### config.mk
export PLATFORM = sky130hd
export DESIGN_NAME = clock_reset_seq
export DESIGN_NICKNAME = d
export VERILOG_FILES = /design/src/rtl/clock_reset_seq.sv
export SDC_FILE = /design/constraint.sdc
export NUM_CORES = 1
export LEC_CHECK = 0
export BUFFER_PORTS_ARGS = -buffer_cell sky130_fd_sc_hd__buf_2
export CAP_MARGIN = 20
export CELL_PAD_IN_SITES_DETAIL_PLACEMENT = 2
export CELL_PAD_IN_SITES_GLOBAL_PLACEMENT = 2
export CORE_MARGIN = 5
export CORE_UTILIZATION = 37
export DETAILED_ROUTE_END_ITERATION = 6
export MAX_ROUTING_LAYER = met4
export PLACE_DENSITY = 0.9
export SKIP_CTS_REPAIR_TIMING = 1
export SLEW_MARGIN = 30
export SYNTH_ARGS = -nofsm -noshare
export SYNTH_HDL_FRONTEND = slang
export SYNTH_SLANG_ARGS = --single-unit
### constraint.sdc
create_clock -name clock -period 2.9 [get_ports clock]
set_clock_uncertainty 0.05 [all_clocks]
set_input_delay 0 -clock clock [delete_from_list [all_inputs] [get_ports clock]]
set_output_delay 0 -clock clock [all_outputs]
set_load 0.03 [all_outputs]
### src/rtl/clock_reset_seq.sv
// Clock-domain bring-up sequencer: DCM reset pulse, lock wait with retry, staggered domain release.
// Optional retry-limit FAULT state enabled by defining CLKSEQ_FAULT_EN.
module clock_reset_seq #(
  parameter int NUM_DCM       = 2,
  parameter int NUM_DOM       = 3,
  parameter int POWERUP_WAIT  = 16,
  parameter int RST_CYCLES    = 4,
  parameter int LOCK_TIMEOUT  = 65535,
  parameter int STABLE_CYCLES = 1024,
  parameter int STAGGER       = 8,
  parameter int MAX_RETRY     = 7
) (
  input  logic               clock,
  input  logic               reset_n,
  input  logic [NUM_DCM-1:0] lock_in,
  input  logic [NUM_DCM-1:0] dcm_mask,
  input  logic               restart_req,
  output logic [NUM_DCM-1:0] dcm_reset,
  output logic [NUM_DOM-1:0] dom_reset,
  output logic               all_locked,
  output logic [2:0]         state_out,
  output logic [7:0]         retry_count,
  output logic               fault
);

  localparam int CMAX = POWERUP_WAIT + RST_CYCLES + LOCK_TIMEOUT
                      + STABLE_CYCLES + NUM_DOM * STAGGER;
  localparam int CW   = $clog2(CMAX + 1);

  typedef enum logic [2:0] {
    S_IDLE   = 3'd0,
    S_DCMRST = 3'd1,
    S_WAIT   = 3'd2,
    S_STABLE = 3'd3,
    S_REL    = 3'd4,
    S_RUN    = 3'd5,
    S_FAULT  = 3'd6
  } state_e;

  state_e             state_q, state_d;
  logic [CW-1:0]      cnt_q, cnt_d;
  logic [7:0]         retry_q, retry_d, retry_inc;
  logic [NUM_DCM-1:0] lock_s1_q, lock_s2_q;
  logic [NUM_DCM-1:0] dcm_reset_q, dcm_reset_d;
  logic [NUM_DOM-1:0] dom_reset_q, dom_reset_d;
  logic               all_locked_q, all_locked_d;
  logic               reset_phase;
  logic               lk;

  assign lk        = &(lock_s2_q | ~dcm_mask);
  assign retry_inc = (retry_q == 8'hFF) ? retry_q : retry_q + 8'd1;

  always_ff @(posedge clock or negedge reset_n) begin
    if (!reset_n) begin
      state_q      <= S_IDLE;
      cnt_q        <= '0;
      retry_q      <= '0;
      lock_s1_q    <= '0;
      lock_s2_q    <= '0;
      dcm_reset_q  <= '1;
      dom_reset_q  <= '1;
      all_locked_q <= 1'b0;
    end else begin
      state_q      <= state_d;
      cnt_q        <= cnt_d;
      retry_q      <= retry_d;
      lock_s1_q    <= lock_in;
      lock_s2_q    <= lock_s1_q;
      dcm_reset_q  <= dcm_reset_d;
      dom_reset_q  <= dom_reset_d;
      all_locked_q <= all_locked_d;
    end
  end

  always_comb begin
    state_d = state_q;
    cnt_d   = cnt_q + CW'(1);
    retry_d = retry_q;
    case (state_q)
      S_IDLE: begin
        if (cnt_q == CW'(POWERUP_WAIT - 1)) begin
          state_d = S_DCMRST;
          cnt_d   = '0;
        end
      end
      S_DCMRST: begin
        if (cnt_q == CW'(RST_CYCLES - 1)) begin
          state_d = S_WAIT;
          cnt_d   = '0;
        end
      end
      S_WAIT: begin
        // the detecting cycle already counts as the first stable one
        if (lk) begin
          state_d = S_STABLE;
          cnt_d   = CW'(1);
        end else if (cnt_q == CW'(LOCK_TIMEOUT - 1)) begin
          state_d = S_DCMRST;
          cnt_d   = '0;
          retry_d = retry_inc;
`ifdef CLKSEQ_FAULT_EN
          if (retry_inc >= 8'(MAX_RETRY)) state_d = S_FAULT;
`endif
        end
      end
      S_STABLE: begin
        if (!lk) begin
          state_d = S_WAIT;
          cnt_d   = '0;
        end else if (cnt_q >= CW'(STABLE_CYCLES - 1)) begin
          state_d = S_REL;
          cnt_d   = '0;
        end
      end
      S_REL: begin
        if (!lk) begin
          state_d = S_DCMRST;
          cnt_d   = '0;
          retry_d = retry_inc;
        end else if (cnt_q == CW'((NUM_DOM - 1) * STAGGER)) begin
          state_d = S_RUN;
          cnt_d   = '0;
        end
      end
      S_RUN: begin
        cnt_d = '0;
        if (!lk) begin
          state_d = S_DCMRST;
          retry_d = retry_inc;
        end
      end
      S_FAULT: cnt_d = '0;
      default: begin
        state_d = S_IDLE;
        cnt_d   = '0;
      end
    endcase
    if (restart_req && state_q != S_IDLE) begin
      state_d = S_DCMRST;
      cnt_d   = '0;
      retry_d = retry_q;
`ifdef CLKSEQ_FAULT_EN
      if (state_q == S_FAULT) retry_d = '0;
`endif
    end
  end

  always_comb begin
    reset_phase  = (state_d == S_IDLE) || (state_d == S_DCMRST)
                || (state_d == S_FAULT);
    dcm_reset_d  = reset_phase ? '1 : ~dcm_mask;
    all_locked_d = (state_d == S_REL) || (state_d == S_RUN);
    for (int i = 0; i < NUM_DOM; i++) begin
      dom_reset_d[i] = !((state_d == S_RUN) ||
                         ((state_d == S_REL) && (cnt_d >= CW'(i * STAGGER))));
    end
  end

`ifdef CLKSEQ_FAULT_EN
  logic fault_q;
  always_ff @(posedge clock or negedge reset_n) begin
    if (!reset_n) fault_q <= 1'b0;
    else          fault_q <= (state_d == S_FAULT);
  end
  assign fault = fault_q;
`else
  assign fault = 1'b0;
`endif

  assign dcm_reset   = dcm_reset_q;
  assign dom_reset   = dom_reset_q;
  assign all_locked  = all_locked_q;
  assign state_out   = state_q;
  assign retry_count = retry_q;

endmodule

---- Yosys cells after proc, flatten, opt, wreduce, memory -nomap -nowiden ----
Cells that the tools add are included.
Widths: inputs -> output; s select.
word-level totals
  output and inout port bits .............. 18
  logic and storage cells ................. 82
  bits of input ports ..................... 7
  bits in registers ....................... 38
operators by class
  bitwise logic cells ..................... 3
  equality and inequality tests ........... 18
  reduce and logical (&&, ||, !) cells .... 20
  $add $sub $neg .......................... 2
  multiplexer cells ....................... 27
  $lt $le $gt $ge ......................... 4
operators by type and width
  kind                   count
  $mux 17                9
  $pmux 17 s5            1
  $mux 8                 4
  $mux 3                 10
  $pmux 3 s7             1
  $eq 3x3->1 const B     6
  $add 17x1->17 const B  1
  $eq 17x16->1 const B   1
  $eq 17x2->1 const B    1
  $eq 17x4->1 const B    1
  $eq 17x5->1 const B    1
  $ge 17x1->1 const B    1
  $ge 17x10->1 const B   1
  $ge 17x4->1 const B    1
  $ge 17x5->1 const B    1
  $pmux 8 s2             1
  $add 8x1->8 const B    1
  $eq 8x8->1 const B     1
  $eq 3x1->1 const B     2
  $eq 3x2->1 const B     2
  $logic_not 3->1        2
  $logic_or 1x1->1       6
  $ne 2x2->1 const B     3
  $reduce_and 5->1       1
  10 further kinds       15

---- Logic depth before layout (Yosys ltp) ----
  word-level depth ........................ 10
  depth in mapped cells ................... 9
  mapped depth without buffers ............ 8

---- Least setup slack after synthesis ----
Ideal clock, no wire load.
  path type ............................... register -> register
  start ................................... reg state_q[2], in the netlist state_out[2]
  end ..................................... reg retry_q[1], in the netlist retry_count[1]
  stages on the path, launching flop included .. 5
  required time ........................... 2.723 ns
  data arrival time ....................... 1.896 ns
  setup time .............................. 0.127 ns
  path slack .............................. 0.827 ns
  path through ............................ dfrtp_1 or3_1 and2_1 nor4_4 mux2_1
between the ends
  word-level cells in the longest chain between the ends .. 4
  elaborated cells on any way between the ends .. 13
RTL lines
  element                                                                RTL line  text
  start: declaration                                                     40        state_e state_q, state_d;
  start signal: assignment                                               64        state_q <= state_d;
  $eq 3x3->1 or $reduce_bool 3->1 (tied branches)                        79, 138
  $reduce_or 2->1 (no source line) or $logic_and 1x1->1 (tied branches)  n/a
  $ne 2x2->1 (no source line), or another cell as far along              n/a
  $reduce_and 5->1 (no source line)                                      n/a
  end signal: assignment                                                 66        retry_q <= retry_d;
  end: declaration                                                       42        logic [7:0] retry_q, retry_d, retry_inc;
Parallel ways exist; a longest one is shown, timed or not.
A chain may end at the register's enable or synchronous reset.

---- Worst setup path after layout ----
  start ................................... reg cnt_q[4]
  end ..................................... reg dom_reset_q[1], in the netlist dom_reset[1]
between the ends
  word-level cells in the longest chain between the ends .. 9
  elaborated cells on any way between the ends .. 32
RTL lines
  element                                      RTL line  text
  start: declaration                           41        logic [CW-1:0] cnt_q, cnt_d;
  start signal: assignment                     65        cnt_q <= cnt_d;
  $add 17x1->17, or another cell as far along  77        cnt_d = cnt_q + CW'(1);
  $mux 17, or another cell as far along        120       end else if (cnt_q == CW'((NUM_DOM - 1) * STAGGER)) begin
  $mux 17, or another cell as far along        116       if (!lk) begin
  $pmux 17 s5 or $pmux 3 s7 (tied branches)    79        case (state_q)
  $mux 17 or $mux 3 (tied branches)            138       if (restart_req && state_q != S_IDLE) begin
  $ge 17x4->1 or $eq 3x3->1 (tied branches)    155       ((state_d == S_REL) && (cnt_d >= CW'(i * STAGGER))));
  $logic_and 1x1->1                            155
  $logic_or 1x1->1 (*)                         154       dom_reset_d[i] = !((state_d == S_RUN) ||
  $logic_not 1->1 (*)                          154
  via dom_reset_d[1]                           45        logic [NUM_DOM-1:0] dom_reset_q, dom_reset_d;
  end signal: assignment                       70        dom_reset_q <= dom_reset_d;
  end: declaration                             45
The timed path passes the listed nets; every way through them passes the cells marked *.

==> summary.md <==
| Metric | Value |
|---|---|
| Status | finished clean |
| Port Buffers | 23 |
| Pwr/cell area | between 500 and 600 mW/mm2 |
| Pre-CTS WS | ~0.31 ns |
| Post-synth EDFFs | 0 |
| RSZ-0062 raised after global routing | no |
| # H-tree levels | 2 |
| GR Util All Layers | 0.1985 |
| Chip height | 87.63 um |
| Die width | between 80 and 90 um |
| Hold Slack | about 0.14 ns |
| Largest area contributor in the netlist | dfrtp_1 |
| Static leakage | around 1.0 nW |
| TNS Setup | 0 ns |
| CP Buf/Inv Count | 0 |
| Asr flop ratio synth | 1.000 |
| Proportion of layout cells with a drive suffix above 1 | 0.2209 |
| CTS root buf | clkbuf_8 |
| Worst Max-Slew Pin Slew | between 0.7 and 0.8 ns |
| Clk sinks | 38 |
| Vias per cell | 5.877 |
| Critical path capture point type | register |
| Crit-path leading delay family | simple AND/OR/NAND/NOR gates |
| Maximum vdd drop | 266.4 uV |
| Worst path required time | 3.08 ns |
| Routed length per instance | 22.08 um |
| Top_reg_cell synth | dfrtp_1 |
| Netlist cell types | 54 |
| Post-DP HPWL | just under 5000 um |
| Crit path DAT | ~2.9 ns |
| Final cell count without fillers | between 300 and 400 |
| Mapped Nets | approximately 240 |
| Post-synthesis sequential area ratio | 0.4293 |
| Core Area | 0.005886 mm2 |
| Post-Syn Area per Cell | roughly 9.6 um2 |
| Flop2flop setup slack | approximately 0.22 ns |
| CTS Buf Count | 5 |
| Share of the synthesized area in the top cell type | 0.3704 |
| DRC violations left | 0 |
| Mapped Area | 0.002230 mm2 |
| Vias in the first global route | 2134 |
| Rows | 28 |
| Initial DRT Pass Iterations | 4 |
| Worst setup SP type | register |
| Fin crit share | 0.9236 |
| IO Pins | 25 |
| Routed wire length | between 7000 and 8000 um |
| Synth top area cells | dfrtp_1, dfstp_2, xnor2_1 |
| Initial antenna violation count | 0 |
| Maximum fanout along the worst path | 11 |
| Starting density of the core | 0.3788 |
| Final ANT Viol Nets | 0 |
| Reg clk slew, reported paths | roughly 0.10 ns |
| Placer congestion estimate | about 0.83 |
| Setup violations, final | 0 |
| GRT overflow | 0 |
| Clock latency on the worst-skew pair | between 0.3 and 0.4 ns |
| First-pass GRT wire length | roughly 11000 um |
| Count of warnings emitted by yosys | 0 |
| Fin worst setup slack | ~0.22 ns |
| Period minus WS final | ~2.7 ns |
| Largest net degree at the start of global routing | 39 |
| Commonest cells after routing, fill and taps aside | dfrtp_1, buf_2, nor2_1 |
| Max-cap violation count | 0 |
| Max stage delay on crit path | a little under 0.7 ns |
| Final Slew Violations | 0 |
| Iteration-0 DRC count of the detailed router | 48 |
| Post-Syn Instances | between 200 and 250 |
| Worst path cell trace | nand4_1 > nor4_1 > o211ai_1 > a32oi_1 > and2_1 > a22oi_1 |
| Area Growth Syn to Fin | 13.69% |
| Die area | roughly 0.0077 mm2 |
| Fmax | 0.3733 GHz |
| Most common cell after layout, fill and taps aside | dfrtp_1 |
| Worst Setup Path Type | register to register |
| CP max stage cell | nor4_1 |
| Hold Fails Final Rpt | 0 |
| Antenna diode count | 0 |
| Synthesis-stage register bit count | 38 |
| HP Class | primary input to asynchronous set/reset pin |
| Clock Path Buffers | 2 |
| Max_slew headroom | 0.5161 |
| DP Cell Count | between 300 and 400 |
| Vias | slightly below 2000 |
| Final nets | ~270 |
| TritonCTS clock tree | yes |
path summary, 6_finish.rpt:
kind                               from        endpoint  depth (start not counted)
max                            cnt_q[4]    dom_reset[1]                          6
min                             reset_n  retry_count[6]                          2
max reg2reg                    cnt_q[4]    dom_reset[1]                          6
min reg2reg                lock_s1_q[1]    lock_s2_q[1]                          0
max in group asynchronous       reset_n    dcm_reset[1]                          2
min in group clock           lock_in[1]    lock_s1_q[1]                          2
flip-flops by register name (all words and copies together), names as in the netlist:
register	count
retry_count	8
cnt_q	17
dcm_reset	2
all_locked	1
dom_reset	3
lock_s2_q	2
lock_s1_q	2
state_out	3
synth_stat cells, drive strengths merged, types with 2 or more instances:
cell type	instances
a21boi	3
a21oi	21
a22oi	2
and2	2
and3	5
buf	10
clkbuf	5
dfrtp	33
dfstp	5
ha	4
inv	5
nand2	16
nand3	11
nand4	13
nor2	18
nor2b	3
nor3	10
nor4	6
o2111ai	2
o211ai	2
o21ai	7
o31ai	4
or3	4
or4	2
xnor2	12
xor2	10
area by class of cell:
cell class                 count  area, um2
tap                           75      93.84
inverter                       5      18.77
multi-input combinational    175       1170
fill                         652       3351
timing repair buffer          32      200.2
clock buffer                   6      82.58
clock inverter                 2      12.51
sequential                    38      957.2
routing by layer:
layer	routed length (um)	global-route usage	up-vias
li1	-	-	890
met1	3158	0.2394	1028
met2	3910	0.3452	28
met3	140	0.03198	11
met4	142	0.04881	0
met5	0	-	-
worst reg2reg max path: stages, from the launching register on:
cell and delay (ns):
dfrtp_1 0.59, nand4_1 0.25, nor4_1 0.69, o211ai_1 0.21
a32oi_1 0.36, and2_1 0.32, a22oi_1 0.14
metrics by stage:
step | util | power [W] | instance area, um2
2_1_floorplan | - | 0.0008156 | 2230
3_3_place_gp | 0.4039 | 0.0008901 | 2377
3_5_place_dp | 0.4039 | 0.0009104 | 2377
4_1_cts | 0.4201 | 0.001304 | 2472
5_1_grt | 0.4307 | 0.001379 | 2535
6_report | 0.4307 | 0.001314 | 2535
kinds of logic (layout without fill, tap and decap cells):
| logic type | count (synthesis) | in the layout | synth area share |
|---|---|---|---|
| buffers and inverters | 20 | 45 | 0.04601 |
| xor gates and xnor gates | 22 | 22 | 0.08642 |
| DFF | 38 | 38 | 0.4293 |
| adders and majority gates | 4 | 4 | 0.02245 |
| muxes | 1 | 1 | 0.005050 |
| other | 1 | 1 | 0.001682 |
| AOI/OAI and AO/OA | 50 | 50 | 0.1639 |
| and+or+nand+nor | 97 | 97 | 0.2452 |
report_power, final:
| part | total, W | internal, W | switching, W |
|---|---|---|---|
| Sequential | 0.000619 | 0.000566 | 0.0000535 |
| Combinational | 0.000294 | 0.0000988 | 0.000195 |
| Clock | 0.000401 | 0.000192 | 0.000209 |
| Total | 0.00131 | 0.000856 | 0.000458 |
No activity file was read; power rests on OpenSTA's default activity.
